File: config.mk
export PLATFORM = sky130hd
export DESIGN_NAME = fft32_twiddle_sequencer
export DESIGN_NICKNAME = d
export VERILOG_FILES = /design/src/rtl/fft32_twiddle_sequencer.sv
export SDC_FILE = /design/constraint.sdc
export NUM_CORES = 1
export LEC_CHECK = 0
export ABC_AREA = 0
export ABC_CLOCK_PERIOD_IN_PS = 5400
export CELL_PAD_IN_SITES_DETAIL_PLACEMENT = 2
export CELL_PAD_IN_SITES_GLOBAL_PLACEMENT = 2
export CORE_AREA = 2 2 70 72
export DETAILED_ROUTE_END_ITERATION = 10
export DIE_AREA = 0 0 72 74
export DONT_BUFFER_PORTS = 1
export PLACE_DENSITY_LB_ADDON = 0.1
export SYNTH_ARGS = -nofsm -noshare
export SYNTH_HDL_FRONTEND = slang
export SYNTH_SLANG_ARGS = --single-unit
export TNS_END_PERCENT = 10
File: constraint.sdc
create_clock -name clk -period 5.4 [get_ports clk]
set_input_delay 0.54 -clock clk [delete_from_list [all_inputs] [get_ports clk]]
set_output_delay 0.54 -clock clk [all_outputs]
set_load 0.02 [all_outputs]
File: src/rtl/fft32_twiddle_sequencer.sv
// fft32_twiddle_sequencer: twiddle ROM16 address scheduler for stages 1..4 of a 32-point radix-2 DIF MDC FFT
// Ports:
//   clk, rst_n         clock (rising edge) and asynchronous active-low reset
//   sync_clr_i         synchronous clear, same effect as reset on the next edge
//   frame_start_i      pulse: a new 32-sample frame enters stage 1
//   stage_vld_i[3:0]   [s-1] = stage s butterfly pair valid this cycle
//   tw_addr_s1..s4_o   registered ROM16 address per stage, held while its valid is low
//   tw_vld_o[3:0]      [s-1] = tw_addr_s<s>_o valid this cycle
//   frame_done_o       1-cycle pulse after stage 4 consumes the 16th pair of a frame
//   busy_o             high while frames are in flight
//   err_ovr_o          sticky: a frame_start was dropped because the pipeline was full
//   err_orph_o         sticky: a stage 1 valid arrived with no frame in flight
module fft32_twiddle_sequencer #(
  parameter int MAX_FRAMES = 4
) (
  input  logic       clk,
  input  logic       rst_n,
  input  logic       sync_clr_i,
  input  logic       frame_start_i,
  input  logic [3:0] stage_vld_i,
  output logic [3:0] tw_addr_s1_o,
  output logic [3:0] tw_addr_s2_o,
  output logic [3:0] tw_addr_s3_o,
  output logic [3:0] tw_addr_s4_o,
  output logic [3:0] tw_vld_o,
  output logic       frame_done_o,
  output logic       busy_o,
  output logic       err_ovr_o,
  output logic       err_orph_o
);
  localparam logic [2:0] MAX = 3'(MAX_FRAMES);
  typedef enum logic {IDLE, RUN} state_t;
  state_t state_q, state_d;
  logic [3:0][3:0] cnt_q, cnt_d, addr_q, addr_d;
  logic [3:0] vld_q, vld_d;
  logic [2:0] pend_q, pend_d;
  logic done_q, ovr_q, ovr_d, orph_q, orph_d;
  logic wrap, dec, accept;
  always_comb begin
    wrap = stage_vld_i[3] && cnt_q[3] == 4'd15;
    // a completion with nothing pending must not underflow the frame count
    dec = wrap && pend_q != 3'd0;
    // a full pipeline still accepts a frame when one retires in the same cycle
    accept = frame_start_i && (pend_q < MAX || dec);
    // stage 1 valids only count once a frame is in flight (or arrives this cycle)
    vld_d = {stage_vld_i[3:1], stage_vld_i[0] && (state_q == RUN || accept)};
    pend_d = pend_q + {2'b0, accept} - {2'b0, dec};
    state_d = state_q == IDLE ? (accept ? RUN : IDLE) : (pend_d == 3'd0 ? IDLE : RUN);
    ovr_d = ovr_q | (frame_start_i & ~accept);
    orph_d = orph_q | (stage_vld_i[0] & ~vld_d[0]);
    // stage s uses W32^(k*2^(s-1)), i.e. the pair count shifted up by s-1 modulo 16
    for (int i = 0; i < 4; i++) begin
      cnt_d[i] = vld_d[i] ? cnt_q[i] + 4'd1 : cnt_q[i];
      addr_d[i] = vld_d[i] ? cnt_q[i] << i : addr_q[i];
    end
  end
  always_ff @(posedge clk or negedge rst_n) begin
    if (!rst_n) begin
      state_q <= IDLE;
      cnt_q <= '0;
      addr_q <= '0;
      vld_q <= '0;
      pend_q <= '0;
      done_q <= 1'b0;
      ovr_q <= 1'b0;
      orph_q <= 1'b0;
    end else if (sync_clr_i) begin
      state_q <= IDLE;
      cnt_q <= '0;
      addr_q <= '0;
      vld_q <= '0;
      pend_q <= '0;
      done_q <= 1'b0;
      ovr_q <= 1'b0;
      orph_q <= 1'b0;
    end else begin
      state_q <= state_d;
      cnt_q <= cnt_d;
      addr_q <= addr_d;
      vld_q <= vld_d;
      pend_q <= pend_d;
      done_q <= wrap;
      ovr_q <= ovr_d;
      orph_q <= orph_d;
    end
  end
  assign tw_addr_s1_o = addr_q[0];
  assign tw_addr_s2_o = addr_q[1];
  assign tw_addr_s3_o = addr_q[2];
  assign tw_addr_s4_o = addr_q[3];
  assign tw_vld_o = vld_q;
  assign frame_done_o = done_q;
  assign busy_o = state_q == RUN;
  assign err_ovr_o = ovr_q;
  assign err_orph_o = orph_q;
endmodule

==> flow_summary.toml, run 1 <==
[timing]
rsz0062_at_grt = "no"
setup_total_neg_slack_ps = 0
post-route-period-util_pct = 46.8
setup_viol = 0
timing.max_slew.rel_slack_pct = 55.4
post-route-min-period_ps = 2530
number_of_pins_with_negative_max_slew_slack_in_the_final_report = 0
finalClockSkew_ps = 2.08
fmax_mhz = 395
report.final.hold_viol_count = 0
tightest_slew_ps = 669

[synthesis]
synth_simple_gate_area_share_pct = 14.5
synth_most_common_cell = "sky130_fd_sc_hd__dfrtp_1"
synth_sequential_area_ratio_pct = 54.9
avgSynthCellArea_um2 = 11.4
synth_enable_flop_cells = 0
number_of_synthesized_register_bits = 34
number_of_distinct_library_cells_after_synthesis = 30
syn-cell-area_um2 = 1550
ys.flop_type = "sky130_fd_sc_hd__dfrtp_1"
synth.top_cell.area_share_pct = 54.9
synth_warnings = 0
synthArstFlopShare_pct = 100
post_syn_instances = 136
yosys.area.top_type = "sky130_fd_sc_hd__dfrtp_1"
synthMuxAreaShare_pct = 7.75
netlist_top_cells_area = "sky130_fd_sc_hd__dfrtp_1 55%, sky130_fd_sc_hd__mux2i_1 7.8%, sky130_fd_sc_hd__nor2_1 6.5%, sky130_fd_sc_hd__ha_1 4.0%, sky130_fd_sc_hd__buf_4 2.9%"
synth_top_family_by_area = "simple AND/OR/NAND/NOR gates"
synth_adder_area_share_pct = 5.33
synth-xor-area-share_pct = 5.65
synth_compound_gate_area_share_pct = 5.25
synth_top_cells_by_count = "34 x sky130_fd_sc_hd__dfrtp_1, 27 x sky130_fd_sc_hd__nor2_1, 12 x sky130_fd_sc_hd__mux2i_1"

[worst_setup_path]
max_stage_delay_ps = 410
crit_chain = "ha_1 -> nand4_4 -> nand2_1 -> nand2_1 -> ha_1 -> inv_1 -> ha_1 -> inv_1 -> fa_1 -> xor2_1 -> xnor2_1 -> a211oi_1"
cpMaxStageDelayCell = "sky130_fd_sc_hd__dfrtp_1"
critical_path.reg2reg.startpoint = "cnt_q[12]"
endpoint_kind = "flop"
crit_fanout = 6
crit_path_start_kind = "flop"
path_class = "reg -> reg"
worst-endpoint-arrival_ps = 2720
most_repeated_library_cell_on_the_critical_path = "sky130_fd_sc_hd__ha_1"
critical_path.startpoint = "cnt_q[12]"
critical_path_required_ps = 5590

[detailed_routing]
drt.antenna.violating_nets = 0
routed-via-count = 918
wire_per_inst_um = 16.4
route.detailed.drc = 0
vias_per_cell = 4.81
drt_iter0_drc = 24
drt_pre_antenna_iters = 3
wl_um = 3130

[cts]
ctsRootBufferMaster = "sky130_fd_sc_hd__clkbuf_8"
cts_tree = "done"
clock_tree.htree_level_count = 2
cts.repair_timing.setup_buffer_count = 0
hold_fix_buffer_count_after_cts = 1
insertion_delay_ps = 290
numCtsBuffers = 5
post_cts.resized_instances = 0
cts.clk_slew.worst_paths_ps = 70
max-clock-path-buffers = 2
numClockSinks = 34

[global_route]
maximum_number_of_pins_on_one_net_before_global_route_repair = 35
via_count_of_the_first_global_routing_pass = 983
grt_antenna_before_repair = 0
wire_length_of_the_first_global_routing_pass_um = 5380
globalRouteTotalUtil_pct = 13.9
global_route.overflow_total = 0

[floorplanning]
dieArea_um2 = 5330
floorplan.die.height_um = 74
coreArea_um2 = 4600
start_util_pct = 33.7
die-width_um = 72
fp-row-count = 25
floorplan.io_pins = 32

[layout]
finish.net_count = 150
synth_to_final_area_change_pct = 7.19
fillerInstances = 487
stdcell_area_um2 = 1660
insertedDiodeCount = 0
final_layout_size_suffix_gt1_share_pct = 10.2
multiInputGateArea_um2 = 619
layoutNonFillerInstCount = 191
area.sequential_um2 = 851

[placed_design]
placement.cell_area_um2 = 1550
port-buffer-count = 0
placed_cells_incl_taps = 182
place_hpwl_um = 2050
gp_congestion = 0.712

[power_and_ir_drop]
p_clk_share_pct = 32.1
power_density_nw_per_um2 = 365
p_seq_share_pct = 52.2
internal-power_mw = 0.425
total_power_mw = 0.606
p_switching_mw = 0.182
irDropWorstVdd_uv = 98.1
pwr-share-comb_pct = 15.7
p_leak_nw = 0.803
switching_share_of_power_pct = 29.9

[run]
max-cap-violations = 0

[hold_path]
holdCritPathClass = "in -> async"

[run_status]
run_status = "finished clean"
power by group through the flow:
| stage | Sequential, mW | Clock, mW | Combinational [mW] |
|---|---|---|---|
| floorplan | 0.313 | 0 | 0.0857 |
| global placement | 0.320 | 0 | 0.0845 |
| CTS | 0.317 | 0.205 | 0.0974 |
| detailed placement | 0.321 | 0 | 0.0890 |
| global route | 0.321 | 0.217 | 0.111 |
| finish | 0.316 | 0.194 | 0.0955 |
placed cells by master, fill, tap and decap left out:
cell                        instances
sky130_fd_sc_hd__nand3b_1           1
sky130_fd_sc_hd__dfrtp_1           34
sky130_fd_sc_hd__and2b_1            1
sky130_fd_sc_hd__inv_1              3
sky130_fd_sc_hd__a211oi_1           1
sky130_fd_sc_hd__a31oi_1            1
sky130_fd_sc_hd__nand2_1            6
sky130_fd_sc_hd__xnor2_1            5
sky130_fd_sc_hd__and3_1             1
sky130_fd_sc_hd__conb_1             6
sky130_fd_sc_hd__nand4_4            1
sky130_fd_sc_hd__mux2i_1           12
sky130_fd_sc_hd__clkbuf_1           1
sky130_fd_sc_hd__buf_12             1
sky130_fd_sc_hd__o21ai_0            1
sky130_fd_sc_hd__ha_1               5
sky130_fd_sc_hd__o2bb2ai_1          1
sky130_fd_sc_hd__nand3_2            1
sky130_fd_sc_hd__nand2b_1           1
sky130_fd_sc_hd__xor2_1             5
sky130_fd_sc_hd__a21bo_2            1
sky130_fd_sc_hd__clkinv_2           1
sky130_fd_sc_hd__fa_1               1
sky130_fd_sc_hd__a21o_1             1
sky130_fd_sc_hd__a21oi_1            2
sky130_fd_sc_hd__a21oi_2            3
sky130_fd_sc_hd__clkbuf_8           6
sky130_fd_sc_hd__nor3_1             1
sky130_fd_sc_hd__nor2b_1            5
sky130_fd_sc_hd__nor2_1            27
sky130_fd_sc_hd__nand4_1            1
final timing paths:
check	endpoint	slack (ps)	cells after the start
max	busy_o	2870	12
min	frame_done_o	80	1
max reg2reg	busy_o	2870	12
min reg2reg	tw_addr_s3_o[3]	540	2
max in group asynchronous	tw_addr_s2_o[3]	5130	1
min in group clk	cnt_q[2]	300	1
per-stage QoR:
step           worst slack (ps)  hold WS, ps  utilization (%)
6_report                   2870         81.5             36.1
5_1_grt                    2620         73.0             36.1
4_1_cts                    2840         79.4             36.1
3_5_place_dp               2850          245             33.7
3_3_place_gp               3070          245             33.7
2_1_floorplan              3100          244                -
area by class of cell:
type                    count  share of cell area (%)
flip-flops and latches     34                    51.2
well taps                  54                    4.07
multi-input cells          91                    37.3
clock inverters             1                   0.301
inverters                   3                   0.678
repair buffers              1                    1.21
clock buffers               7                    5.20
per-layer routing:
layer  GRT usage, %  share of wire [%]  vias up
li1               -                  -      428
met1           18.5                 44      463
met2           20.2                 50       23
met5              0                  0        -
met3           5.01                5.0        4
met4           6.92                1.2        0
worst max-delay path: cells and delay by family, from the launching register on:
kind	cells	cell delay, ps
DFF	1	410
buffers and inverters	2	110
adders and majority gates	4	1030
xor gates and xnor gates	2	340
and+or+nand+nor	3	310
AOI/OAI and AO/OA	1	230
logic make-up (layout without fill, tap and decap cells):
logic type,after synthesis,in the layout
adders and majority gates,6,6
other,1,6
muxes,12,12
AOI/OAI and AO/OA,11,11
DFF,34,34
xor gates and xnor gates,10,10
buffers and inverters,16,12
and+or+nand+nor,46,46
state kept, by name (all words and copies together) (netlist names):
name,flops
tw_vld_o,4
tw_addr_s4_o,1
frame_done_o,1
tw_addr_s3_o,2
err_ovr_o,1
tw_addr_s2_o,3
tw_addr_s1_o,4
cnt_q,13
busy_o,1
err_orph_o,1
pend_q,3
No activity file was read; power rests on OpenSTA's default activity.
==> run 2, diff against run 1 <==
Settings changed: ABC_AREA 0 to 1, ABC_CLOCK_PERIOD_IN_PS 5400 to 2500, CORE_AREA 2 2 70 72 to 2 2 71 73, DIE_AREA 0 0 72 74 to 0 0 73 75.
Clock period 5.4 ns to 2.5 ns, I/O delays scaled along.
==> run 2 against run 1 <==
Via count is 22% higher. Cell area is 2.8% higher. Flip-flop and latch count stayed put. Combinational power is 110% higher. Largest power group unchanged.
==> flow_summary.toml, run 2 <==
[run_status]
run_status = "finished clean"

[hold_path]
hold_path_startpoint = "sync_clr_i"
holdCritPathClass = "in -> reg"
timing.hold.worst_path_depth = 1
min_delay_worst_endpoint = "tw_vld_o[0]"

[global_route]
wire_length_of_the_first_global_routing_pass_um = 5910
globalRouteTotalUtil_pct = 14.4
maximum_number_of_pins_on_one_net_before_global_route_repair = 35
via_count_of_the_first_global_routing_pass = 1262
global_route.overflow_total = 0
grt_antenna_before_repair = 0

[power_and_ir_drop]
p_seq_share_pct = 52.9
p_leak_nw = 0.877
p_switching_mw = 0.377
pwr-share-comb_pct = 16.1
internal-power_mw = 0.849
irDropWorstVdd_uv = 241
power_density_nw_per_um2 = 718
switching_share_of_power_pct = 30.8
p_clk_share_pct = 31.0

[cts]
ctsRootBufferMaster = "sky130_fd_sc_hd__clkbuf_8"
cts.clk_slew.worst_paths_ps = 70
cts_tree = "done"
max-clock-path-buffers = 2
clock_tree.htree_level_count = 2
numCtsBuffers = 5
post_cts.resized_instances = 0
insertion_delay_ps = 280
numClockSinks = 34

[timing]
setup_viol = 0
finalClockSkew_ps = 3.14
setup_total_neg_slack_ps = 0
report.final.hold_viol_count = 0
number_of_pins_with_negative_max_slew_slack_in_the_final_report = 0
rsz0062_at_grt = "no"
timing.max_slew.rel_slack_pct = 53.9
post-route-min-period_ps = 2330
post-route-period-util_pct = 93.3
tightest_slew_ps = 691
fmax_mhz = 429

[layout]
final_layout_size_suffix_gt1_share_pct = 8.28
stdcell_area_um2 = 1710
synth_to_final_area_change_pct = 8.43
layout.cells.most_common = "sky130_fd_sc_hd__dfrtp_1"
top_register = "cnt_q"
insertedDiodeCount = 0
finish.net_count = 183
largest_register_ffs = 13
most_frequent_cells_in_the_layout = "34 x sky130_fd_sc_hd__dfrtp_1, 30 x sky130_fd_sc_hd__nand2_1, 20 x sky130_fd_sc_hd__inv_1"

[synthesis]
avgSynthCellArea_um2 = 9.60
synth_top_cells_by_count = "34 x sky130_fd_sc_hd__dfrtp_1, 30 x sky130_fd_sc_hd__nand2_1, 20 x sky130_fd_sc_hd__inv_1"
synthArstFlopShare_pct = 100
post_syn_instances = 164
synth.top_cell.area_share_pct = 54.1
syn-cell-area_um2 = 1570
synth_enable_flop_cells = 0
synth_sequential_area_ratio_pct = 54.1
synth_most_common_cell = "sky130_fd_sc_hd__dfrtp_1"
number_of_distinct_library_cells_after_synthesis = 24
ys.flop_type = "sky130_fd_sc_hd__dfrtp_1"
yosys.area.top_type = "sky130_fd_sc_hd__dfrtp_1"
number_of_synthesized_register_bits = 34
synth_warnings = 0
netlist_top_cells_area = "sky130_fd_sc_hd__dfrtp_1 54%, sky130_fd_sc_hd__nand2_1 7.2%, sky130_fd_sc_hd__inv_1 4.8%, sky130_fd_sc_hd__ha_1 4.0%, sky130_fd_sc_hd__nand4_1 4.0%"

[worst_setup_path]
critical_path_required_ps = 2660
critical_path.startpoint = "cnt_q[13]"
critical_path.reg2reg.startpoint = "cnt_q[13]"
endpoint_kind = "flop"
rr_worst_depth = 13
path_class = "reg -> reg"
crit_path_start_kind = "flop"
worst-endpoint-arrival_ps = 2490
worstReg2RegEnd = "busy_o"
crit_fanout = 4
rrSetupSlack_ps = 170

[floorplanning]
dieArea_um2 = 5480
die-width_um = 73
start_util_pct = 33.8
floorplan.io_pins = 32
floorplan.die.height_um = 75
coreArea_um2 = 4660
fp-row-count = 25

[placed_design]
gp_congestion = 0.655
place_hpwl_um = 2470
port-buffer-count = 0
placement.cell_area_um2 = 1590

[detailed_routing]
drt_pre_antenna_iters = 2
wire_per_inst_um = 15.8
route.detailed.drc = 0
drt.antenna.violating_nets = 0
wl_um = 3510
drt_iter0_drc = 33
vias_per_cell = 5.03
routed-via-count = 1121

[run]
max-cap-violations = 0
[run 2: layer usage]
metal	GRT usage, %	up-vias	part of all wire, %	wire length (um)
li1	-	529	-	-
met1	17.2	562	42	1490
met2	24.4	24	52	1840
met3	5.09	6	4.2	147
met4	4.32	0	1.2	42
met5	0	-	0	0
[run 2: critical path, stage by stage (launching register included)]
cell and delay [ps]:
sky130_fd_sc_hd__dfrtp_1 410, sky130_fd_sc_hd__ha_1 220, sky130_fd_sc_hd__nand2_2 100, sky130_fd_sc_hd__nor2_1 60, sky130_fd_sc_hd__o21ai_0 80, sky130_fd_sc_hd__inv_1 70, sky130_fd_sc_hd__ha_1 280, sky130_fd_sc_hd__inv_1 50
sky130_fd_sc_hd__ha_1 140, sky130_fd_sc_hd__inv_1 50, sky130_fd_sc_hd__fa_1 500, sky130_fd_sc_hd__nand2_1 60, sky130_fd_sc_hd__nor2_1 120, sky130_fd_sc_hd__a21oi_2 70
[run 2: area by class of cell]
type	count	area (um^2)
fillers	526	2950
repair buffers	3	37.5
multi-input cells	105	599
flip-flops and latches	34	851
well taps	54	67.6
inverters	20	75.1
clock buffers	7	76.3
[run 2: power groups by stage]
stage	logic (mW)	registers (mW)	clock network (mW)
after floorplan	0.160	0.648	0
after global placement	0.172	0.658	0
after detailed placement	0.185	0.659	0
after CTS	0.203	0.650	0.399
after global routing	0.231	0.657	0.423
final	0.197	0.648	0.380
[run 2: timing repair]
item	CTS	global route
endpoints found under the hold margin	34	0
setup endpoints to repair	0	1
hold buffers	2	0
buffers inserted	0	1
[run 2: per-stage QoR]
| stage | setup slack, ps | power (mW) | utilization [%] | cells | hold WS (ps) |
|---|---|---|---|---|---|
| CTS | 135 | 1.25 | 36.5 | 222 | 10.6 |
| global placement | 278 | 0.830 | 34.2 | 213 | -44.6 |
| detailed placement | 157 | 0.844 | 34.2 | 213 | -44.6 |
| finish | 169 | 1.23 | 36.6 | 223 | 28.4 |
| global route | 10.5 | 1.31 | 36.6 | 223 | 8.67 |
| floorplan | 351 | 0.809 | - | 169 | -45.6 |
[run 2: cell families (layout without fill, tap and decap cells)]
family                   after synthesis  in the layout  synth area share (%)
AND/OR/NAND/NOR                       71             71                  22.6
flip-flops                            34             34                  54.1
buffers and inverters                 30             30                  9.06
AO/OA/AOI/OAI                         20             20                  7.71
adder cells (fa/ha/maj)                6              6                  5.25
XOR/XNOR                               2              2                  1.11
other                                  1              6                 0.238
[run 2: worst max-delay path by stage]
stage | slack (ps) | endpoint | cells after the start
2_1_floorplan | 350 | busy_o | 12
3_3_place_gp | 280 | busy_o | 12
3_5_place_dp | 160 | busy_o | 13
4_1_cts | 130 | busy_o | 13
5_1_grt | 10 | busy_o | 13
6_report | 170 | busy_o | 13
==> run 3, diff against run 2 <==
Settings changed: ABC_AREA 1 to 0, CORE_AREA 2 2 71 73 to 2 2 70 72, DIE_AREA 0 0 73 75 to 0 0 72 74, MAX_ROUTING_LAYER set to met4.
==> run 3 against run 2 <==
Setup slack better by 18 ps. Non-clock buffer count is 1 higher. Flip-flop and latch count stayed put. Critical path depth is 1 lower. Worst hold slack got worse by 1.8 ps. First-iteration DRC count down 30%. Clock power rose by 7.6%. Final cell count down 13%. Utilization rose by 0.80 points. Critical path type unchanged. Critical endpoint unchanged.
==> flow_summary.toml, run 3 (synthesis gave the netlist of run 1 again) <==
[run_status]
run_status = "finished clean"

[detailed_routing]
drt.antenna.violating_nets = 0
route.detailed.drc = 0
routed-via-count = 928
wire_per_inst_um = 15.8
wl_um = 3060
drt_pre_antenna_iters = 4
drt_iter0_drc = 23
vias_per_cell = 4.78

[floorplanning]
dieArea_um2 = 5330
start_util_pct = 33.7
die-width_um = 72
fp-row-count = 25
floorplan.io_pins = 32
floorplan.die.height_um = 74
coreArea_um2 = 4600

[worst_setup_path]
crit_path_start_kind = "flop"
worst-endpoint-arrival_ps = 2510
crit_fanout = 6
critical_path.startpoint = "cnt_q[12]"
crit_chain = "ha_4 -> nand4_4 -> nand2_1 -> nand2_1 -> ha_1 -> inv_1 -> ha_1 -> inv_1 -> fa_2 -> xor2_2 -> xnor2_2 -> a211oi_2"
max_stage_delay_ps = 420
cpMaxStageDelayCell = "sky130_fd_sc_hd__dfrtp_1"
path_class = "reg -> reg"
endpoint_kind = "flop"
critical_path_required_ps = 2690
critical_path.reg2reg.startpoint = "cnt_q[12]"

[cts]
max-clock-path-buffers = 2
ctsRootBufferMaster = "sky130_fd_sc_hd__clkbuf_8"
cts.clk_slew.worst_paths_ps = 70
numClockSinks = 34
insertion_delay_ps = 280
clock_tree.htree_level_count = 2
numCtsBuffers = 5
cts_tree = "done"

[hold_path]
holdCritPathClass = "in -> reg"
hold_path_startpoint = "sync_clr_i"

[placed_design]
port-buffer-count = 0
dp_worst_setup_slack_ps = 40.3
placement.cell_area_um2 = 1560
place_hpwl_um = 2090
gp_congestion = 0.719

[timing]
post-route-period-util_pct = 92.5
post-route-min-period_ps = 2310
report.final.hold_viol_count = 0
fmax_mhz = 432
rsz0062_at_grt = "no"
number_of_pins_with_negative_max_slew_slack_in_the_final_report = 0
finalClockSkew_ps = 6.17
hold_ws_ps = 26.6
postLayoutSetupSlackWorst_ps = 187
setup_total_neg_slack_ps = 0
setup_viol = 0

[global_route]
globalRouteTotalUtil_pct = 13.3
global_route.overflow_total = 0
grt_antenna_before_repair = 0
maximum_number_of_pins_on_one_net_before_global_route_repair = 35
wire_length_of_the_first_global_routing_pass_um = 5140
via_count_of_the_first_global_routing_pass = 1021

[layout]
insertedDiodeCount = 0
final_layout_size_suffix_gt1_share_pct = 15.0
largest_register_ffs = 13
finish.net_count = 153
fillerInstances = 473
layout.cells.most_common = "sky130_fd_sc_hd__dfrtp_1"
top_register = "cnt_q"
synth_to_final_area_change_pct = 11.1
most_frequent_cells_in_the_layout = "34 x sky130_fd_sc_hd__dfrtp_1, 27 x sky130_fd_sc_hd__nor2_1, 12 x sky130_fd_sc_hd__mux2i_1"
stdcell_area_um2 = 1720

[power_and_ir_drop]
p_switching_mw = 0.392
internal-power_mw = 0.940
p_leak_nw = 0.818
power_density_nw_per_um2 = 774
p_seq_share_pct = 51.7
switching_share_of_power_pct = 29.5
p_clk_share_pct = 30.7
pwr-share-comb_pct = 17.7
irDropWorstVdd_uv = 345

[run]
max-cap-violations = 0
run 3: power by group through the flow:
| stage | sequential (mW) | combinational, mW | clock, mW |
|---|---|---|---|
| 6_report | 0.688 | 0.235 | 0.409 |
| 5_1_grt | 0.698 | 0.270 | 0.456 |
| 4_1_cts | 0.686 | 0.213 | 0.434 |
| 3_5_place_dp | 0.695 | 0.196 | 0 |
| 3_3_place_gp | 0.692 | 0.186 | 0 |
| 2_1_floorplan | 0.676 | 0.185 | 0 |
run 3: final timing paths:
path / endpoint / slack (ps) / depth (start not counted)
worst max register to register: busy_o / 190 / 12
worst max-delay path: busy_o / 190 / 12
max in group asynchronous: tw_addr_s2_o[3] / 1890 / 2
worst min register to register: cnt_q[8] / 550 / 2
worst min-delay path: cnt_q[2] / 30 / 1
min in group asynchronous: pend_q[2] / 420 / 2
run 3: final cells by class:
| class | count | area, um^2 | area share, % |
|---|---|---|---|
| flip-flops and latches | 34 | 851 | 49.5 |
| multi-input cells | 91 | 654 | 38.0 |
| clock buffers | 7 | 86.3 | 5.02 |
| well taps | 54 | 67.6 | 3.93 |
| repair buffers | 4 | 45.0 | 2.62 |
| inverters | 3 | 11.3 | 0.655 |
| clock inverters | 1 | 5.00 | 0.291 |
run 3: worst max-delay path: cells and delay by family, from the launching register on:
family	cells	cell delay (ps)
XOR/XNOR	2	320
AND/OR/NAND/NOR	3	300
AO/OA/AOI/OAI	1	170
flip-flops	1	420
buffers and inverters	2	110
adder cells (fa/ha/maj)	4	910
run 3: repair_timing:
action	CTS	global route
setup buffers	0	1
resized for setup	0	6
setup endpoints to repair	0	2
hold endpoints to repair	34	0
hold buffers	2	0
run 3: metrics by stage:
step | util, % | power [mW] | std cells
2_1_floorplan | - | 0.861 | 141
3_3_place_gp | 33.9 | 0.878 | 183
3_5_place_dp | 33.9 | 0.891 | 183
4_1_cts | 36.5 | 1.33 | 193
5_1_grt | 37.4 | 1.42 | 194
6_report | 37.4 | 1.33 | 194
run 3: routing by layer:
layer | wire, um | vias up | track usage, %
met5 | 0 | - | -
li1 | - | 431 | -
met2 | 1520 | 19 | 20.8
met3 | 131 | 2 | 3.25
met4 | 22 | 0 | 6.29
met1 | 1380 | 476 | 16.3
